[config.mk]
export PLATFORM = sky130hd
export DESIGN_NAME = id_decode_unit_flat
export DESIGN_NICKNAME = d
export VERILOG_FILES = /design/src/rtl/id_decode_unit_if.sv /design/src/rtl/id_decode_unit.sv /design/src/flat_wrapper.sv
export SDC_FILE = /design/constraint.sdc
export NUM_CORES = 2
export LEC_CHECK = 0
export CORE_MARGIN = 2
export CORE_UTILIZATION = 61
export CTS_CLUSTER_SIZE = 30
export DETAILED_ROUTE_END_ITERATION = 8
export HOLD_SLACK_MARGIN = 0.1
export PLACE_DENSITY = 0.8
export SKIP_CTS_REPAIR_TIMING = 1
export SYNTH_ARGS = -nofsm -noshare
export SYNTH_HDL_FRONTEND = slang
export SYNTH_SLANG_ARGS = --single-unit
[constraint.sdc]
create_clock -name CLK -period 6.76 [get_ports CLK]
set_input_delay 1.69 -clock CLK [delete_from_list [all_inputs] [get_ports CLK]]
set_output_delay 1.69 -clock CLK [all_outputs]
set_load 0.02 [all_outputs]
[src/rtl/id_decode_unit_if.sv]
// Decode-stage bus: instruction/writeback in, register reads, decode flags and target out.
interface id_decode_unit_if;
  logic [31:0] Instr;
  logic [31:0] Instr_PC;
  logic [31:0] Instr_PC_Plus4;
  logic [4:0]  WriteReg1;
  logic [31:0] WriteData1;
  logic        Write1;
  logic [31:0] DataA1, DataB1, DataC1;
  logic        Link, RegDest, Jump, Branch, MemRead, MemWrite;
  logic        ALUSrc, RegWrite, JumpRegister, SignOrZero, Syscall;
  logic [5:0]  ALUControl;
  logic [31:0] NextInstructionAddress;

  modport master (
    output Instr, Instr_PC, Instr_PC_Plus4, WriteReg1, WriteData1, Write1,
    input  DataA1, DataB1, DataC1, Link, RegDest, Jump, Branch, MemRead, MemWrite,
           ALUSrc, RegWrite, JumpRegister, SignOrZero, Syscall, ALUControl,
           NextInstructionAddress
  );

  modport slave (
    input  Instr, Instr_PC, Instr_PC_Plus4, WriteReg1, WriteData1, Write1,
    output DataA1, DataB1, DataC1, Link, RegDest, Jump, Branch, MemRead, MemWrite,
           ALUSrc, RegWrite, JumpRegister, SignOrZero, Syscall, ALUControl,
           NextInstructionAddress
  );
endinterface

[src/rtl/id_decode_unit.sv]
// MIPS ID core: 32x32 register file with write bypass, full instruction decode,
// and branch/jump target generation.
module id_decode_unit #(
  parameter TAG = "1"
) (
  input logic CLK,
  input logic RESET,
  id_decode_unit_if.slave io
);

  typedef struct packed {
    logic       link, reg_dest, jump, branch, mem_read, mem_write;
    logic       alu_src, reg_write, jump_reg, sign_ext, syscall;
    logic [5:0] alu;
  } dec_t;

  logic [31:0] regs [32];
  logic [5:0]  op, funct;
  logic [4:0]  rs, rt, rd, dest;
  logic [31:0] data_a, data_b, data_c;
  dec_t        d;

  assign op    = io.Instr[31:26];
  assign rs    = io.Instr[25:21];
  assign rt    = io.Instr[20:16];
  assign rd    = io.Instr[15:11];
  assign funct = io.Instr[5:0];

  always_ff @(posedge CLK or negedge RESET) begin
    if (!RESET) begin
      for (int i = 0; i < 32; i++) regs[i] <= '0;
    end else if (io.Write1 && io.WriteReg1 != 5'd0) begin
      regs[io.WriteReg1] <= io.WriteData1;
    end
  end

  // Writeback in the same cycle wins over the stored value.
  logic wr_live;
  assign wr_live = io.Write1 && (io.WriteReg1 != 5'd0);

  assign data_a = (rs == 5'd0) ? '0 : (wr_live && io.WriteReg1 == rs) ? io.WriteData1 : regs[rs];
  assign data_b = (rt == 5'd0) ? '0 : (wr_live && io.WriteReg1 == rt) ? io.WriteData1 : regs[rt];
  assign data_c = (dest == 5'd0) ? '0 : (wr_live && io.WriteReg1 == dest) ? io.WriteData1 : regs[dest];

  always_comb begin
    d = '0;
    d.alu = 6'b000001;
    case (op)
      6'h00: case (funct)
        // Most R-type ALU codes coincide with the funct field.
        6'h00, 6'h02, 6'h03, 6'h04, 6'h06, 6'h07, 6'h20, 6'h22,
        6'h24, 6'h25, 6'h26, 6'h27, 6'h2A, 6'h2B: begin
          d.reg_dest = 1'b1; d.reg_write = 1'b1; d.alu = funct;
        end
        6'h21: begin d.reg_dest = 1'b1; d.reg_write = 1'b1; d.alu = 6'b100000; end
        6'h23: begin d.reg_dest = 1'b1; d.reg_write = 1'b1; d.alu = 6'b100010; end
        6'h08: begin d.reg_dest = 1'b1; d.jump = 1'b1; d.jump_reg = 1'b1; end
        6'h09: begin
          d.reg_dest = 1'b1; d.jump = 1'b1; d.jump_reg = 1'b1; d.branch = 1'b1;
          d.link = 1'b1; d.reg_write = 1'b1; d.alu = 6'b100000;
        end
        6'h0C: begin d.reg_dest = 1'b1; d.syscall = 1'b1; d.alu = 6'b001100; end
        default: ;
      endcase
      6'h01: case (rt)
        5'h00, 5'h01: begin d.branch = 1'b1; d.sign_ext = 1'b1; end
        5'h10, 5'h11: begin
          d.branch = 1'b1; d.sign_ext = 1'b1; d.link = 1'b1;
          d.reg_write = 1'b1; d.alu = 6'b100000;
        end
        default: ;
      endcase
      6'h02: d.jump = 1'b1;
      6'h03: begin
        d.jump = 1'b1; d.branch = 1'b1; d.link = 1'b1;
        d.reg_write = 1'b1; d.alu = 6'b100000;
      end
      6'h04, 6'h05, 6'h06, 6'h07: begin d.branch = 1'b1; d.sign_ext = 1'b1; end
      6'h08, 6'h09: begin d.alu_src = 1'b1; d.reg_write = 1'b1; d.sign_ext = 1'b1; d.alu = 6'b100000; end
      6'h0A: begin d.alu_src = 1'b1; d.reg_write = 1'b1; d.sign_ext = 1'b1; d.alu = 6'b101010; end
      6'h0B: begin d.alu_src = 1'b1; d.reg_write = 1'b1; d.sign_ext = 1'b1; d.alu = 6'b101011; end
      6'h0C: begin d.alu_src = 1'b1; d.reg_write = 1'b1; d.alu = 6'b100100; end
      6'h0D: begin d.alu_src = 1'b1; d.reg_write = 1'b1; d.alu = 6'b100101; end
      6'h0E: begin d.alu_src = 1'b1; d.reg_write = 1'b1; d.alu = 6'b100110; end
      6'h0F: begin d.alu_src = 1'b1; d.reg_write = 1'b1; d.alu = 6'b001111; end
      // Load/store codes are 11 followed by the low opcode nibble.
      6'h20, 6'h21, 6'h23, 6'h24, 6'h25: begin
        d.mem_read = 1'b1; d.alu_src = 1'b1; d.reg_write = 1'b1; d.sign_ext = 1'b1;
        d.alu = {2'b11, op[3:0]};
      end
      6'h28, 6'h29, 6'h2B: begin
        d.mem_write = 1'b1; d.alu_src = 1'b1; d.sign_ext = 1'b1;
        d.alu = {2'b11, op[3:0]};
      end
      6'h30: begin
        d.mem_read = 1'b1; d.alu_src = 1'b1; d.reg_write = 1'b1; d.sign_ext = 1'b1;
        d.syscall = 1'b1; d.alu = 6'b101000;
      end
      6'h38: begin
        d.mem_write = 1'b1; d.alu_src = 1'b1; d.reg_write = 1'b1; d.sign_ext = 1'b1;
        d.syscall = 1'b1; d.alu = 6'b110110;
      end
      default: ;
    endcase
  end

  assign dest = d.reg_dest ? rd : (d.link ? 5'd31 : rt);

  assign io.DataA1       = data_a;
  assign io.DataB1       = data_b;
  assign io.DataC1       = data_c;
  assign io.Link         = d.link;
  assign io.RegDest      = d.reg_dest;
  assign io.Jump         = d.jump;
  assign io.Branch       = d.branch;
  assign io.MemRead      = d.mem_read;
  assign io.MemWrite     = d.mem_write;
  assign io.ALUSrc       = d.alu_src;
  assign io.RegWrite     = d.reg_write;
  assign io.JumpRegister = d.jump_reg;
  assign io.SignOrZero   = d.sign_ext;
  assign io.Syscall      = d.syscall;
  assign io.ALUControl   = d.alu;

  logic [31:0] br_off;
  assign br_off = {{14{io.Instr[15]}}, io.Instr[15:0], 2'b00};

  assign io.NextInstructionAddress =
    (d.jump && d.jump_reg) ? data_a :
    d.jump                 ? {io.Instr_PC_Plus4[31:28], io.Instr[25:0], 2'b00} :
                             io.Instr_PC_Plus4 + br_off;

  // PC and tag only feed simulation-side debug output.
  logic unused_dbg;
  assign unused_dbg = ^{io.Instr_PC, TAG};

endmodule

[src/flat_wrapper.sv]
// flat-port wrapper written by rule: the top's interface ports become plain ports
module id_decode_unit_flat 
#(
  parameter TAG = " "
)
  (CLK, RESET, io_Instr, io_Instr_PC, io_Instr_PC_Plus4, io_WriteReg1, io_WriteData1, io_Write1, io_DataA1, io_DataB1, io_DataC1, io_Link, io_RegDest, io_Jump, io_Branch, io_MemRead, io_MemWrite, io_ALUSrc, io_RegWrite, io_JumpRegister, io_SignOrZero, io_Syscall, io_ALUControl, io_NextInstructionAddress);
  id_decode_unit_if io_i ();
  input logic CLK;
  input logic RESET;
  input wire logic [$bits(io_i.Instr)-1:0] io_Instr;
  input wire logic [$bits(io_i.Instr_PC)-1:0] io_Instr_PC;
  input wire logic [$bits(io_i.Instr_PC_Plus4)-1:0] io_Instr_PC_Plus4;
  input wire logic [$bits(io_i.WriteReg1)-1:0] io_WriteReg1;
  input wire logic [$bits(io_i.WriteData1)-1:0] io_WriteData1;
  input wire logic [$bits(io_i.Write1)-1:0] io_Write1;
  output wire logic [$bits(io_i.DataA1)-1:0] io_DataA1;
  output wire logic [$bits(io_i.DataB1)-1:0] io_DataB1;
  output wire logic [$bits(io_i.DataC1)-1:0] io_DataC1;
  output wire logic [$bits(io_i.Link)-1:0] io_Link;
  output wire logic [$bits(io_i.RegDest)-1:0] io_RegDest;
  output wire logic [$bits(io_i.Jump)-1:0] io_Jump;
  output wire logic [$bits(io_i.Branch)-1:0] io_Branch;
  output wire logic [$bits(io_i.MemRead)-1:0] io_MemRead;
  output wire logic [$bits(io_i.MemWrite)-1:0] io_MemWrite;
  output wire logic [$bits(io_i.ALUSrc)-1:0] io_ALUSrc;
  output wire logic [$bits(io_i.RegWrite)-1:0] io_RegWrite;
  output wire logic [$bits(io_i.JumpRegister)-1:0] io_JumpRegister;
  output wire logic [$bits(io_i.SignOrZero)-1:0] io_SignOrZero;
  output wire logic [$bits(io_i.Syscall)-1:0] io_Syscall;
  output wire logic [$bits(io_i.ALUControl)-1:0] io_ALUControl;
  output wire logic [$bits(io_i.NextInstructionAddress)-1:0] io_NextInstructionAddress;
  assign io_i.Instr = io_Instr;
  assign io_i.Instr_PC = io_Instr_PC;
  assign io_i.Instr_PC_Plus4 = io_Instr_PC_Plus4;
  assign io_i.WriteReg1 = io_WriteReg1;
  assign io_i.WriteData1 = io_WriteData1;
  assign io_i.Write1 = io_Write1;
  assign io_DataA1 = io_i.DataA1;
  assign io_DataB1 = io_i.DataB1;
  assign io_DataC1 = io_i.DataC1;
  assign io_Link = io_i.Link;
  assign io_RegDest = io_i.RegDest;
  assign io_Jump = io_i.Jump;
  assign io_Branch = io_i.Branch;
  assign io_MemRead = io_i.MemRead;
  assign io_MemWrite = io_i.MemWrite;
  assign io_ALUSrc = io_i.ALUSrc;
  assign io_RegWrite = io_i.RegWrite;
  assign io_JumpRegister = io_i.JumpRegister;
  assign io_SignOrZero = io_i.SignOrZero;
  assign io_Syscall = io_i.Syscall;
  assign io_ALUControl = io_i.ALUControl;
  assign io_NextInstructionAddress = io_i.NextInstructionAddress;
  id_decode_unit #(.TAG(TAG)) u_core (.CLK(CLK), .RESET(RESET), .io(io_i));
endmodule
Word-level counts from Yosys, hierarchy flattened:

Index checks and enable logic that the tools add are counted.

* reductions and logical operators: 29
* order comparisons: 5
* add/subtract/negate cells: 1
* bitwise operators: 4
* multiplexer cells: 43
* eq/ne operators: 49

Operator list (count)
* $bwmux W1024: 1
* $bmux W32 S5: 3
* $mux W32: 15
* $demux W32 S5: 1
* $eq A6 B6 Y1 const B: 20
* $pmux W6 S12: 1
* $eq A6 B4 Y1 const B: 11
* $eq A6 B3 Y1 const B: 7
* $reduce_or A18 Y1: 2
* $add A32 B32 Y32: 1
* $eq A6 B2 Y1 const B: 4
* $ge A6 B6 Y1 const B: 4
* $not A5 Y6: 4
* $pmux W6 S4: 1
* $reduce_or A19 Y1: 1
* $reduce_or A17 Y1: 1
* $reduce_or A16 Y1: 1
* $eq A5 B5 Y1: 3
* $logic_not A5 Y1: 3
* $reduce_or A14 Y1: 1
* $logic_not A6 Y1: 2
* $mux W1: 12
* $eq A5 B5 Y1 const B: 2
* $mux W5: 2
* other kinds (14): 28

* register bits: 1024
* input port bits: 136
* output and inout port bits: 145

Longest topological paths before layout:

* depth in word-level cells: 12
* depth in mapped cells: 15
* depth with buffers taken out: 12

Worst setup path after synthesis:

No wires, ideal clock.

* path type: in2out
* from: input port io_WriteReg1[1]
* to: output port io_NextInstructionAddress[3]
* buffers on the path: 2
* data arrival time: 4.817 ns
* stages on the path: 10
* setup slack: 0.253 ns
* required time: 5.070 ns
* path through: clkbuf_1 or2_2 o41ai_1 nor4_1 nand3_1 buf_2 nor2_1 a211oi_1 nor2_1 a221oi_1

* longest elaborated chain between the ends: 6
* elaborated cells between the ends (all ways): 7
* classes of those cells: eq/ne: 1; mux: 3; reduce/logical: 3

Ends and longest elaborated chain
* from (decl): RTL line flat_wrapper.sv:13 `input wire logic [$bits(io_i.WriteReg1)-1:0] io_WriteReg1;`
* $reduce_bool A5 Y1: RTL line id_decode_unit.sv:39 `assign wr_live = io.Write1 && (io.WriteReg1 != 5'd0);`
* $logic_and A1 B1 Y1: RTL line id_decode_unit.sv:39
* $logic_and A1 B1 Y1 *: RTL line id_decode_unit.sv:41 `assign data_a = (rs == 5'd0) ? '0 : (wr_live && io.WriteReg1 == rs) ? io.WriteData1 : regs[rs];`
* $mux W32 * (2 in a row): RTL line id_decode_unit.sv:41
* named net io_DataA1[3]: RTL line flat_wrapper.sv:16 `output wire logic [$bits(io_i.DataA1)-1:0] io_DataA1;`
* $mux W32 *: RTL line id_decode_unit.sv:129 `(d.jump && d.jump_reg) ? data_a :`
* to (decl): RTL line flat_wrapper.sv:31 `output wire logic [$bits(io_i.NextInstructionAddress)-1:0] io_NextInstructionAddress;`

The timed path passes the listed nets; every way through them passes the cells marked *.

Worst setup path in the final report:

* from: input port io_Instr[31]
* to: output port io_DataC1[0]

* longest elaborated chain between the ends: 10
* elaborated cells between the ends (all ways): 16
* classes of those cells: eq/ne: 3; mux: 9; bitwise: 1; reduce/logical: 3

Ends and longest elaborated chain
* from (decl): RTL line flat_wrapper.sv:10 `input wire logic [$bits(io_i.Instr)-1:0] io_Instr;`
* $eq A6 B2 Y1, or another cell as far along: RTL line id_decode_unit.sv:48 `case (op)`
* $pmux W1 S3: RTL line id_decode_unit.sv:48
* $mux W5: RTL line id_decode_unit.sv:107 `assign dest = d.reg_dest ? rd : (d.link ? 5'd31 : rt);`
* $mux W5 *: RTL line id_decode_unit.sv:107
* $not A5 Y6 (implied by the code): RTL line id_decode_unit.sv:43 `assign data_c = (dest == 5'd0) ? '0 : (wr_live && io.WriteReg1 == dest) ? io.WriteData1 : regs[dest];`
* $bmux W32 S5: RTL line id_decode_unit.sv:43
* $mux W32 (implied by the code) (2 in a row): RTL line id_decode_unit.sv:43
* $mux W32: RTL line id_decode_unit.sv:43
* $mux W32 *: RTL line id_decode_unit.sv:43
* to (decl): RTL line flat_wrapper.sv:18 `output wire logic [$bits(io_i.DataC1)-1:0] io_DataC1;`

Every way passes the cells marked *; elsewhere a longest branch is shown, timed or not. The select of a mux whose other input is x is not followed.

==> run_results.csv <==
group,metric,value,unit
placement,place_area,74200,sq um
pwr,peakVddDrop,223,uV
routing,vias,58400,
sta,hold_violations,0,
flow_run,cap_violations,0,
routing,wl,259000,um
clock_network,cts_htree_levels,3,
layout,largest-register,"u_core.regs",
worst_setup_path,cp.arrival,5.19,ns
layout,reg_top3,"u_core.regs: 1024 flops",
logic_synthesis,synth_nets,5797,
clock_network,cts_sinks,1024,
floorplan,rows,121,
global_route,grt_max_degree,170,
layout,final_layout_size_suffix_gt1_share,42.0,%
layout,regArea,25600,sq um
pwr,p_leak,33.8,nW
routing,drc_errors,28,
routing,viasPerCell,7.81,
status,violations,"DRC, setup timing",
sta,worst_pin_slew,1.37,ns
worst_setup_path,critPathLaunchType,"primary input",
floorplan,dieArea,112000,sq um
routing,dr.pass1.iters,9,
floorplan,start_util,61.4,%
clock_network,insertion_delay,0.72,ns
sta,layout_setup_ws,-0.124,ns
global_route,grt_pass1_vias,56900,
pwr,p_per_area,267,nW/um^2
logic_synthesis,ys.flop_type,"dfrtp_1",
layout,area_growth,18.5,%
sta,drv_slew,0,
sta,setup_viol,15,
layout,multi_input_area,39100,sq um
clock_network,clk_path_buf_depth,3,
sta,fmax,0.145,GHz
placement,dp_hpwl,153000,um
sta,timing.final.crit_share,102,%
placement,pre_cts_ws,-0.709,ns
clock_network,clockRootBuffer,"clkbuf_16",
logic_synthesis,ys_seq_area_share,38.5,%
logic_synthesis,synth.distinct_cells,75,
logic_synthesis,synth.avg_cell_area,11.8,sq um
worst_setup_path,critical_path_required,5.07,ns
worst_setup_path,setup.worst_path.class,"in -> out",
routing,ant_nets,0,
sta,slew_headroom,8.71,%
floorplan,chipHeight,334,um
logic_synthesis,ys_ff_latch,1024,
layout,final_nets,6137,
floorplan,coreArea,109000,sq um
status,status,"complete, but fails checks",
clock_network,clkTransAtPathRegs,0.06,ns
logic_synthesis,syn_area,66600,sq um
global_route,antenna_found_initial,10,
global_route,grt_pass1_wl,368000,um
global_route,grt-ovfl-total,0,
sta,post-route-min-period,6.88,ns
floorplan,dieWidth,334,um
layout,finish.instance_area,78900,sq um
sta,fin_worst_skew,0,ns
logic_synthesis,synth_top_area_share,38.5,%
pwr,finalPower,21.1,mW
worst_setup_path,path_max_fanout,4,
logic_synthesis,ys_warn_count,0,
floorplan,io_pins,281,
routing,drt_iter0_markers,10600,
logic_synthesis,synth_edf_count,0,
layout,largest_reg_flops,1024,
worst_setup_path,ff2ff_setup_slack,5.88,ns
logic_synthesis,synth_top_area_cell,"dfrtp_1",
clock_network,cts_buffers,106,
logic_synthesis,async_flop_share,100,%
layout,final.fill_count,6515,
global_route,grt_use_total,44.6,%
sta,setup-tns-final,-0.760,ns
routing,wl_per_cell,34.7,um
placement,place_congestion,0.989,
hold_path,hold_class,"reg -> reg",
logic_synthesis,post_synth_inst_count,5631,
worst_setup_path,cp-end-kind,"output port",
clock_network,cts_tree,"done",
logic_synthesis,synth_area_leaders,"dfrtp_1 (38%), mux4_2 (21%), mux2_2 (17%), nand2_1 (4.7%), mux2i_1 (3.1%)",
placement,io_buffer_count,248,
[where the power goes]
group          internal, mW  switching, mW
sequential             7.29           1.28
clock                  3.54           2.64
combinational          3.41           2.91
total                  14.2           6.83
[final timing paths]
path / end / depth (start not counted) / start
max in group asynchronous: u_core.regs[997] / 2 / RESET
max reg2reg: u_core.regs[387] / 1 / u_core.regs[387]
min reg2reg: u_core.regs[1001] / 0 / u_core.regs[1001]
min in group asynchronous: u_core.regs[631] / 1 / RESET
min: u_core.regs[1001] / 0 / u_core.regs[1001]
max: io_DataC1[0] / 16 / io_Instr[31]
[per-layer routing]
layer	track usage (%)	vias up	share of wire, %
met1	54.8	28400	31
met3	19.6	1910	18
li1	-	22000	-
met5	0	-	0.068
met2	62.6	6033	42
met4	32.7	16	9.5
[Yosys cell counts, drive strengths merged, types with 6 or more instances]
cell type     n
a211oi       91
a21o         19
a21oi       258
a221o        12
a22oi         7
a31oi        66
a32oi        33
and2          6
buf         184
clkbuf      431
dfrtp      1024
ha           29
inv          20
mux2        979
mux2i       209
mux4        627
nand2       835
nand2b       10
nand3       234
nand4         9
nor2        139
nor2b        19
nor3         49
nor3b         7
nor4         35
o211ai        6
o21ai       117
o221ai        9
o22ai        30
o32a         32
or3           9
xnor2        19
xor2         19
[layout make-up]
cell class	count	share of cell area, %
multi-input cells	3973	49.5
well taps	1414	2.24
repair buffers	846	11.0
diodes	10	0.0317
clock buffers	156	4.02
inverters	20	0.102
clock inverters	35	0.549
flip-flops and latches	1024	32.5
[cells by family after synthesis]
logic type | Yosys count | synth area share [%]
adders and majority gates | 30 | 0.575
AOI/OAI and AO/OA | 720 | 6.88
xor gates and xnor gates | 38 | 0.500
DFF | 1024 | 38.5
buffers and inverters | 635 | 3.92
and+or+nand+nor | 1369 | 8.73
muxes | 1815 | 40.9
[cell usage in the layout (no fill, tap or decap), types with 20 or more instances in the layout]
cell,count
clkbuf_8,29
nor2_1,121
a32oi_1,29
buf_12,117
clkbuf_16,117
o32a_1,31
nand2_1,819
dlymetal6s2s_1,25
clkdlybuf4s50_1,179
mux2i_1,203
clkbuf_2,20
mux2_2,975
a211oi_1,87
nor4_1,29
a31oi_1,64
nand3_1,230
a21oi_1,242
ha_1,29
o22ai_1,30
mux4_2,627
nor3_1,38
dfrtp_1,1024
o21ai_0,100
buf_4,464
[critical path, cell delays in order]
cell and delay (ns):
dlymetal6s2s_1 0.13, or4_4 0.57, nor3_4 0.27, o21ai_4 0.15, buf_6 0.15, buf_4 0.13, buf_4 0.15, mux2i_4 0.24
buf_4 0.16, buf_6 0.14, buf_4 0.14, o21ai_0 0.09, nor4_1 0.46, o32a_1 0.43, a21oi_2 0.13, clkbuf_2 0.17
[stage by stage]
step / hold WS [ns] / std cells / util (%)
6_report: 0.425 / 7478 / 72.7
5_1_grt: 0.437 / 7470 / 72.7
4_1_cts: 0.423 / 7409 / 71.7
3_5_place_dp: 0.408 / 7218 / 68.4
3_3_place_gp: 0.399 / 7218 / 68.4
2_1_floorplan: 0.458 / 5631 / -
No activity file was read; power rests on OpenSTA's default activity.
